`src/rtl/mem_arb_pkg.sv`:
```
// Shared encodings and counter widths for the unified-memory port arbiter.
package mem_arb_pkg;

    typedef enum logic [1:0] {
        ST_IDLE  = 2'd0,
        ST_ISSUE = 2'd1,
        ST_WAIT  = 2'd2,
        ST_RESP  = 2'd3
    } state_t;

    typedef enum logic [1:0] {
        OWN_NONE = 2'd0,
        OWN_IF   = 2'd1,
        OWN_DATA = 2'd2
    } owner_t;

    localparam int unsigned LAT_W    = 3;
    localparam int unsigned STARVE_W = 4;

endpackage

```
`src/rtl/mem_lat_counter.sv`:
```
// Loadable down-counter timing the memory read latency; done_c flags the final count.
module mem_lat_counter
    import mem_arb_pkg::*;
#(
    parameter int unsigned W = LAT_W
) (
    input  logic         clk,
    input  logic         rst,
    input  logic         load,
    input  logic [W-1:0] load_val,
    input  logic         dec,
    output logic         done_c
);

    logic [W-1:0] count;

    always_ff @(posedge clk) begin
        if (rst) begin
            count <= '0;
        end else if (load) begin
            count <= load_val;
        end else if (dec && (count != '0)) begin
            count <= count - W'(1);
        end
    end

    // Asserted in the cycle whose decrement brings the count to zero.
    assign done_c = dec && (count == W'(1));

endmodule

```
`src/rtl/mem_port_arbiter.sv`:
```
// Arbitrates the IF fetch port and the MEM load/store port onto one fixed-latency
// memory; data has priority, bounded by a starvation counter that forces a fetch.
module mem_port_arbiter
    import mem_arb_pkg::*;
#(
    parameter int unsigned ADDR_W      = 32,
    parameter int unsigned DATA_W      = 32,
    parameter int unsigned MEM_LATENCY = 1,
    parameter int unsigned STARVE_MAX  = 4
) (
    input  logic              clk,
    input  logic              rst,
    input  logic              if_req,
    input  logic [ADDR_W-1:0] if_addr,
    output logic [DATA_W-1:0] if_rdata,
    output logic              if_valid,
    input  logic              d_req_rd,
    input  logic              d_req_wr,
    input  logic [ADDR_W-1:0] d_addr,
    input  logic [DATA_W-1:0] d_wdata,
    output logic [DATA_W-1:0] d_rdata,
    output logic              d_valid,
    output logic [ADDR_W-1:0] mem_addr,
    output logic [DATA_W-1:0] mem_wdata,
    output logic              mem_re,
    output logic              mem_we,
    input  logic [DATA_W-1:0] mem_rdata,
    output logic              stall_if,
    output logic              stall_mem,
    output logic              err_proto
);

    state_t              state;
    state_t              state_nxt;
    owner_t              owner;
    logic                wr_q;
    logic [STARVE_W-1:0] starve;

    logic d_req_c;
    logic grant_data_c;
    logic grant_if_c;
    logic write_sel_c;
    logic lat_load_c;
    logic lat_dec_c;
    logic lat_done_c;
    logic resp_enter_c;

    assign d_req_c   = d_req_rd | d_req_wr;
    assign stall_if  = if_req & ~if_valid;
    assign stall_mem = d_req_c & ~d_valid;

    always_ff @(posedge clk) begin
        if (rst) begin
            state <= ST_IDLE;
        end else begin
            state <= state_nxt;
        end
    end

    always_comb begin
        state_nxt = state;
        case (state)
            ST_IDLE:  if (grant_data_c || grant_if_c) state_nxt = ST_ISSUE;
            ST_ISSUE: state_nxt = wr_q ? ST_RESP : ST_WAIT;
            ST_WAIT:  if (lat_done_c) state_nxt = ST_RESP;
            ST_RESP:  state_nxt = ST_IDLE;
            default:  state_nxt = ST_IDLE;
        endcase
    end

    // Grant selection and per-state control strobes; grants only happen in IDLE.
    always_comb begin
        grant_data_c = 1'b0;
        grant_if_c   = 1'b0;
        if (state == ST_IDLE) begin
            if (d_req_c && (!if_req || (starve < STARVE_W'(STARVE_MAX)))) begin
                grant_data_c = 1'b1;
            end else if (if_req) begin
                grant_if_c = 1'b1;
            end
        end
        write_sel_c  = grant_data_c && d_req_wr;
        lat_load_c   = (state == ST_ISSUE) && !wr_q;
        lat_dec_c    = (state == ST_WAIT);
        resp_enter_c = ((state == ST_ISSUE) && wr_q) || lat_done_c;
    end

    mem_lat_counter #(
        .W(LAT_W)
    ) u_lat (
        .clk      (clk),
        .rst      (rst),
        .load     (lat_load_c),
        .load_val (LAT_W'(MEM_LATENCY)),
        .dec      (lat_dec_c),
        .done_c   (lat_done_c)
    );

    always_ff @(posedge clk) begin
        if (rst) begin
            owner     <= OWN_NONE;
            wr_q      <= 1'b0;
            starve    <= '0;
            mem_addr  <= '0;
            mem_wdata <= '0;
            mem_re    <= 1'b0;
            mem_we    <= 1'b0;
            err_proto <= 1'b0;
            if_valid  <= 1'b0;
            d_valid   <= 1'b0;
            if_rdata  <= '0;
            d_rdata   <= '0;
        end else begin
            mem_re    <= (grant_data_c || grant_if_c) && !write_sel_c;
            mem_we    <= write_sel_c;
            err_proto <= grant_data_c && d_req_rd && d_req_wr;
            if_valid  <= resp_enter_c && (owner == OWN_IF);
            d_valid   <= resp_enter_c && (owner == OWN_DATA);

            if (grant_data_c) begin
                owner     <= OWN_DATA;
                wr_q      <= d_req_wr;
                mem_addr  <= d_addr;
                mem_wdata <= d_wdata;
                // Counts data grants that overtook a waiting fetch.
                if (!if_req) begin
                    starve <= '0;
                end else if (starve < STARVE_W'(STARVE_MAX)) begin
                    starve <= starve + STARVE_W'(1);
                end
            end else if (grant_if_c) begin
                owner     <= OWN_IF;
                wr_q      <= 1'b0;
                mem_addr  <= if_addr;
                mem_wdata <= '0;
                starve    <= '0;
            end

            if (lat_done_c) begin
                if (owner == OWN_IF) begin
                    if_rdata <= mem_rdata;
                end else if (owner == OWN_DATA) begin
                    d_rdata <= mem_rdata;
                end
            end
        end
    end

endmodule

```
`config.mk`:
```
export PLATFORM = sky130hd
export DESIGN_NAME = mem_port_arbiter
export DESIGN_NICKNAME = d
export VERILOG_FILES = /design/src/rtl/mem_arb_pkg.sv /design/src/rtl/mem_lat_counter.sv /design/src/rtl/mem_port_arbiter.sv
export SDC_FILE = /design/constraint.sdc
export NUM_CORES = 1
export LEC_CHECK = 0
export CAP_MARGIN = 10
export CORE_MARGIN = 3
export CORE_UTILIZATION = 42
export DETAILED_ROUTE_END_ITERATION = 10
export GPL_TIMING_DRIVEN = 0
export PLACE_DENSITY = 0.87
export SLEW_MARGIN = 0
export SYNTH_ARGS = -nofsm -noshare
export SYNTH_HDL_FRONTEND = slang
export SYNTH_HIERARCHICAL = 1
export SYNTH_SLANG_ARGS = --single-unit
```
`constraint.sdc`:
```
create_clock -name clk -period 1.87 [get_ports clk]
set_input_delay 0.4675 -clock clk [delete_from_list [all_inputs] [get_ports clk]]
set_output_delay 0.4675 -clock clk [all_outputs]
set_load 0.01 [all_outputs]
```
Word level (Yosys, flattened, before mapping)
Cells that the tools add are included.
{"block": "op_classes", "addsub": 2, "mux": 23, "order_cmp": 1, "bitwise_logic": 6, "eq_ne": 9, "n_reduce_logical": 27}
{"op": "$mux 32", "count": 4}
{"op": "$mux 4", "count": 4}
{"op": "$logic_and 1x1->1", "count": 11}
{"op": "$mux 1", "count": 10}
{"op": "$mux 2", "count": 4}
{"op": "$pmux 2 s4", "count": 1}
{"op": "$eq 2x2->1 const B", "count": 3}
{"op": "$reduce_and 2->1", "count": 3}
{"op": "$add 4x1->4 const B", "count": 1}
{"op": "$eq 2x1->1 const B", "count": 2}
{"op": "$lt 4x3->1 const B", "count": 1}
{"op": "$reduce_bool 2->1", "count": 2}
{"op": "$reduce_or 2->1", "count": 2}
{"op": "$eq 3x1->1 const B", "count": 1}
{"op": "$logic_not 1->1", "count": 3}
{"op": "$logic_or 1x1->1", "count": 3}
{"op": "$ne 3x2->1 const B", "count": 1}
{"op": "$not 1->1", "count": 3}
{"op": "$reduce_and 3->1", "count": 1}
{"op": "$reduce_bool 3->1", "count": 1}
{"op": "$sub 3x1->3 const B", "count": 1}
{"op": "$and 1x1->1", "count": 2}
{"op": "$logic_not 2->1", "count": 1}
{"op": "$ne 2x1->1 const B", "count": 1}
{"op": "2 further kinds", "count": 2}
{"block": "word_totals", "regBits": 145, "wordCells": 84, "inputBits": 133}

Depth between registers and ports, before layout
{"block": "depth", "word_depth": 8, "ltp_mapped": 8, "mapped_depth_nobuf": 6}

Hierarchy
Netlist, hierarchy kept.
{"module": "mem_port_arbiter", "instances": 1, "area_each_um2": 5664.2, "cells_each": 682}
{"module": "mem_lat_counter", "instances": 1, "area_each_um2": 202.7, "cells_each": 23}

Worst setup path before layout
Ideal clock, no wire load.
{"block": "synth_timing", "path_type": "reg-to-reg", "startpoint": "reg state[0]", "endpoint": "reg if_rdata[10]", "path_stages_with_launch": 9, "required_time_ns": 1.800, "path_slack_ns": 0.311, "period_less_slack_ns": 1.559, "t_arrival_ns": 1.489, "setup_time_ns": 0.070, "path_cell_list": "dfxtp_1 > inv_1 > ha_1 > and3_2 > and3b_1 > clkbuf_1 > buf_2 > nand2_1 > a21oi_1"}
{"block": "synth_via", "elab_chain_cells": 3}
{"item": "start: declaration", "line": "mem_port_arbiter.sv:33", "text": "state_t state;"}
{"item": "start signal: assignment", "line": "mem_port_arbiter.sv:56", "text": "state <= state_nxt;"}
{"item": "$eq 2x2->1", "line": "mem_port_arbiter.sv:84", "text": "lat_dec_c = (state == ST_WAIT);"}
{"item": "via lat_dec_c", "line": "mem_port_arbiter.sv:44", "text": "logic lat_dec_c;"}
{"item": "$logic_and 1x1->1", "line": "mem_lat_counter.sv:28", "text": "assign done_c = dec && (count == W'(1));"}
{"item": "via lat_done_c", "line": "mem_port_arbiter.sv:45", "text": "logic lat_done_c;"}
{"item": "$reduce_and 2->1 (no source line)"}
{"item": "end signal: assignment", "line": "mem_port_arbiter.sv:141", "text": "if_rdata <= mem_rdata;"}
{"item": "end: declaration", "line": "mem_port_arbiter.sv:15", "text": "output logic [DATA_W-1:0] if_rdata,"}
The timed path passes the listed nets, and every way through them passes these cells.
A chain may end at the register's enable or synchronous reset.

Worst setup path after layout
{"block": "layout_timing", "startpoint": "in d_req_rd", "endpoint": "out stall_mem"}
{"block": "layout_via", "elab_chain_cells": 2}
{"item": "start: declaration", "line": "mem_port_arbiter.sv:17", "text": "input logic d_req_rd,"}
{"item": "$or 1x1->1", "line": "mem_port_arbiter.sv:48", "text": "assign d_req_c = d_req_rd | d_req_wr;"}
{"item": "$and 1x1->1", "line": "mem_port_arbiter.sv:50", "text": "assign stall_mem = d_req_c & ~d_valid;"}
{"item": "end: declaration", "line": "mem_port_arbiter.sv:29", "text": "output logic stall_mem,"}
Every way passes these cells.

==> results.cfg <==
[floorplan]
die_area_um2 = 15400
die_height_um = 124
floorplan.initialDensity = 0.436
placement_rows = 42
io_pins = 268
core-area_um2 = 13500
dieWidth_um = 124

[detailed_routing]
avgViaCountPerCell = 5.44
post_route_drc_violation_count = 0
detail-route-antenna-nets = 0
detailedRoute.firstPassIterationCount = 4
drt-wirelength-per-cell_um = 17.1
via_count = 6417
routed_wirelength_mm = 20.2
dr.first_iter.drc_count = 359

[critical_path]
crit_top_cell = clkdlybuf4s15_2
crit_buf_inv = 2
critical_path.startpoint = d_req_rd
critical_path.max_fanout = 6
reg2reg_to = d_rdata[12]
critPathTopFamily = buffers and inverters
timing.critical_path.cells = clkdlybuf4s15_2, or2_4, nor2b_1, clkdlybuf4s15_2
endpoint_kind = output port
reg2regPathDepth = 7
worstReg2RegStart = state[0]
critical_path.endpoint = stall_mem
crit_path_max_incr_delay_ps = 270
critPathRequiredTime_ps = 1400
slowest_stage = or2_4
worst-setup-path-type = in -> out
timing.critical_path.from_type = primary input
ff2ff_setup_slack_ps = 130
critical_path_cell_count = 4
cp.arrival_ps = 1350

[logic_synthesis]
mappedNetlistArea_um2 = 5870
synth.top_cell.area_share = 0.495
synth_commonest_cells = 165 x nand2_1, 145 x dfxtp_1, 102 x a21oi_1, 65 x nand3_1, 34 x nor3_1
synth.most_common_cell = nand2_1
synth_cell_types = 42
netlist_top_cells_area = dfxtp_1 49%, nand2_1 11%, a21oi_1 8.7%
synth-warning-count = 6
ys_ff_latch = 145
async_flop_share = 0
synth_edf_count = 0
syn-mean-instance-area_um2 = 8.32
yosys.area.top_type = dfxtp_1
synth_sequential_area_ratio = 0.495
synth-main-ff-cell = dfxtp_1
synthesis.instances = 705

[pwr]
total_leakage_power_nw = 3.34
worst_ir_drop_vdd_mv = 0.780
total_power_w = 0.0113
pwr_density_cell_nw_per_um2 = 1190

[global_route]
first_global_vias = 6140
first_pass_grt_wire_length_mm = 30.7
antenna_found_initial = 0
gr-usage-all-layers = 0.253
globalRouteOverflowTotal = 0
grt_start_max_net_pins = 19

[timing]
worst_margin_slew_ps = 579
finalCriticalPeriod_ps = 1820
final_hold_viol_count = 0
final_min_period_over_clock_period = 0.972
max_freq_ghz = 0.550
slew_viol_final = 0
finalClockSkew_ps = 8.75
total_setup_violations_reported_at_the_end_of_the_flow = 0
max_slew_margin = 0.614

[placement]
post-dp-hpwl_mm = 14.6
place_area_um2 = 8760
io_buffers = 267
place.gp.congestion = 0.851

[layout]
fillerInstances = 1081
post_route_cells_drive_above_1_share = 0.0977
num_antenna_cells = 0
finish.net_count = 1130
area_of_combinational_cells_with_multiple_inputs_um2 = 2620
synthToLayoutAreaGrowth_pct = 61.1
fin_area_um2 = 9450
final-seq-area_um2 = 2900

[clock_network]
clock-sinks = 145
clockBufferDepth = 2
path_clk_slew_ps = 50
cts_h_tree_lvls = 4
tritoncts_clock_tree = done
clock_insertion_delay_worst_skew_ps = 420
ctsRootBufferMaster = clkbuf_16
numCtsBuffers = 17

[run_status]
outcome = finished, final reports clean

[flow_run]
maxCapViolations = 0

[min_path]
hp-class = reg -> reg
-- worst min path at each step --
stage | startpoint | end | slack [ps] | cells after the start
6_report | if_rdata[4] | if_rdata[4] | 450 | 2
5_1_grt | d_rdata[5] | d_rdata[5] | 470 | 2
3_5_place_dp | if_rdata[24] | if_rdata[24] | 450 | 2
2_1_floorplan | starve[0] | starve[0] | 440 | 1
3_3_place_gp | d_rdata[31] | d_rdata[31] | 440 | 2
4_1_cts | if_rdata[24] | if_rdata[24] | 450 | 2
-- area by class of cell --
cell class                      count  area share
Buffer                             65      0.0408
Clock buffer                       24      0.0531
Clock inverter                      8      0.0132
Inverter                            6     0.00238
Multi-Input combinational cell    487       0.277
Sequential cell                   145       0.307
Tap cell                          176      0.0233
Timing Repair Buffer              268       0.283
-- per-layer routing --
layer  vias to the layer above  GRT usage  wire (µm)
met5                         -          0          0
met4                         0      0.108        677
met3                        51     0.0577       1520
met1                      2988      0.307       8160
met2                       322      0.431       9820
li1                       3056          -          -
-- tightest hold or removal path, cell delays in order (launching register included) --
cell     delay, ps
dfxtp_1        300
nand2_1         50
a21oi_1         50
-- where the power goes --
group	total, W	switching, W	leakage (nW)	internal, W
clock	0.00358	0.00130	0.295	0.00228
combinational	0.00375	0.00191	1.87	0.00184
sequential	0.00396	0.000319	1.18	0.00365
-- kinds of logic (layout without fill, tap and decap cells) --
logic type | after synthesis | after routing | synth area share
DFF | 145 | 145 | 0.495
buffers and inverters | 74 | 371 | 0.0618
muxes | 1 | 1 | 0.00171
AOI/OAI and AO/OA | 181 | 181 | 0.198
and+or+nand+nor | 294 | 294 | 0.226
other | 2 | 3 | 0.00128
adders and majority gates | 7 | 7 | 0.0149
xor gates and xnor gates | 1 | 1 | 0.00149
-- registers in the layout (all words and copies together) (netlist names) --
| name | cells |
|---|---|
| mem_addr | 32 |
| mem_re | 1 |
| if_rdata | 32 |
| d_valid | 1 |
| starve | 4 |
| owner | 2 |
| wr_q | 1 |
| d_rdata | 32 |
| if_valid | 1 |
| u_lat/count | 3 |
| mem_wdata | 32 |
| err_proto | 1 |
| state | 2 |
| mem_we | 1 |
-- placed cells by master (no fill, tap or decap), types with 5 or more instances in the layout --
cell type	Yosys	layout
clkdlybuf4s50_1	0	262
nand2_1	165	165
dfxtp_1	145	145
a21oi_1	102	102
nand3_1	65	65
nor3_1	34	34
o211ai_1	32	32
a311oi_1	30	30
buf_2	29	22
clkbuf_1	28	19
clkbuf_16	0	17
buf_4	7	15
inv_1	6	6
nor2b_1	5	5
clkbuf_4	0	5
ha_1	7	5
clkbuf_8	0	5
-- through the flow --
| step | setup slack (ps) | util | hold slack [ps] | setup TNS (ps) | cells |
|---|---|---|---|---|---|
| after global routing | -8.02 | 0.703 | 470 | -8.02 | 1179 |
| after CTS | -46.9 | 0.701 | 455 | -450 | 1179 |
| after global placement | -858 | 0.651 | 441 | -57960 | 1149 |
| after detailed placement | -887 | 0.651 | 447 | -58520 | 1149 |
| final | 51.5 | 0.703 | 453 | 0 | 1179 |
| after floorplan | 311 | - | 445 | 0 | 706 |
-- repair_timing --
action | CTS | global route
cloned | 0 | 0
buffers inserted | 0 | 1
hold buffers | 0 | 0
gates resized for setup | 30 | 29
endpoints found under the setup margin | 92 | 89
(Power assumes the default switching activity.)
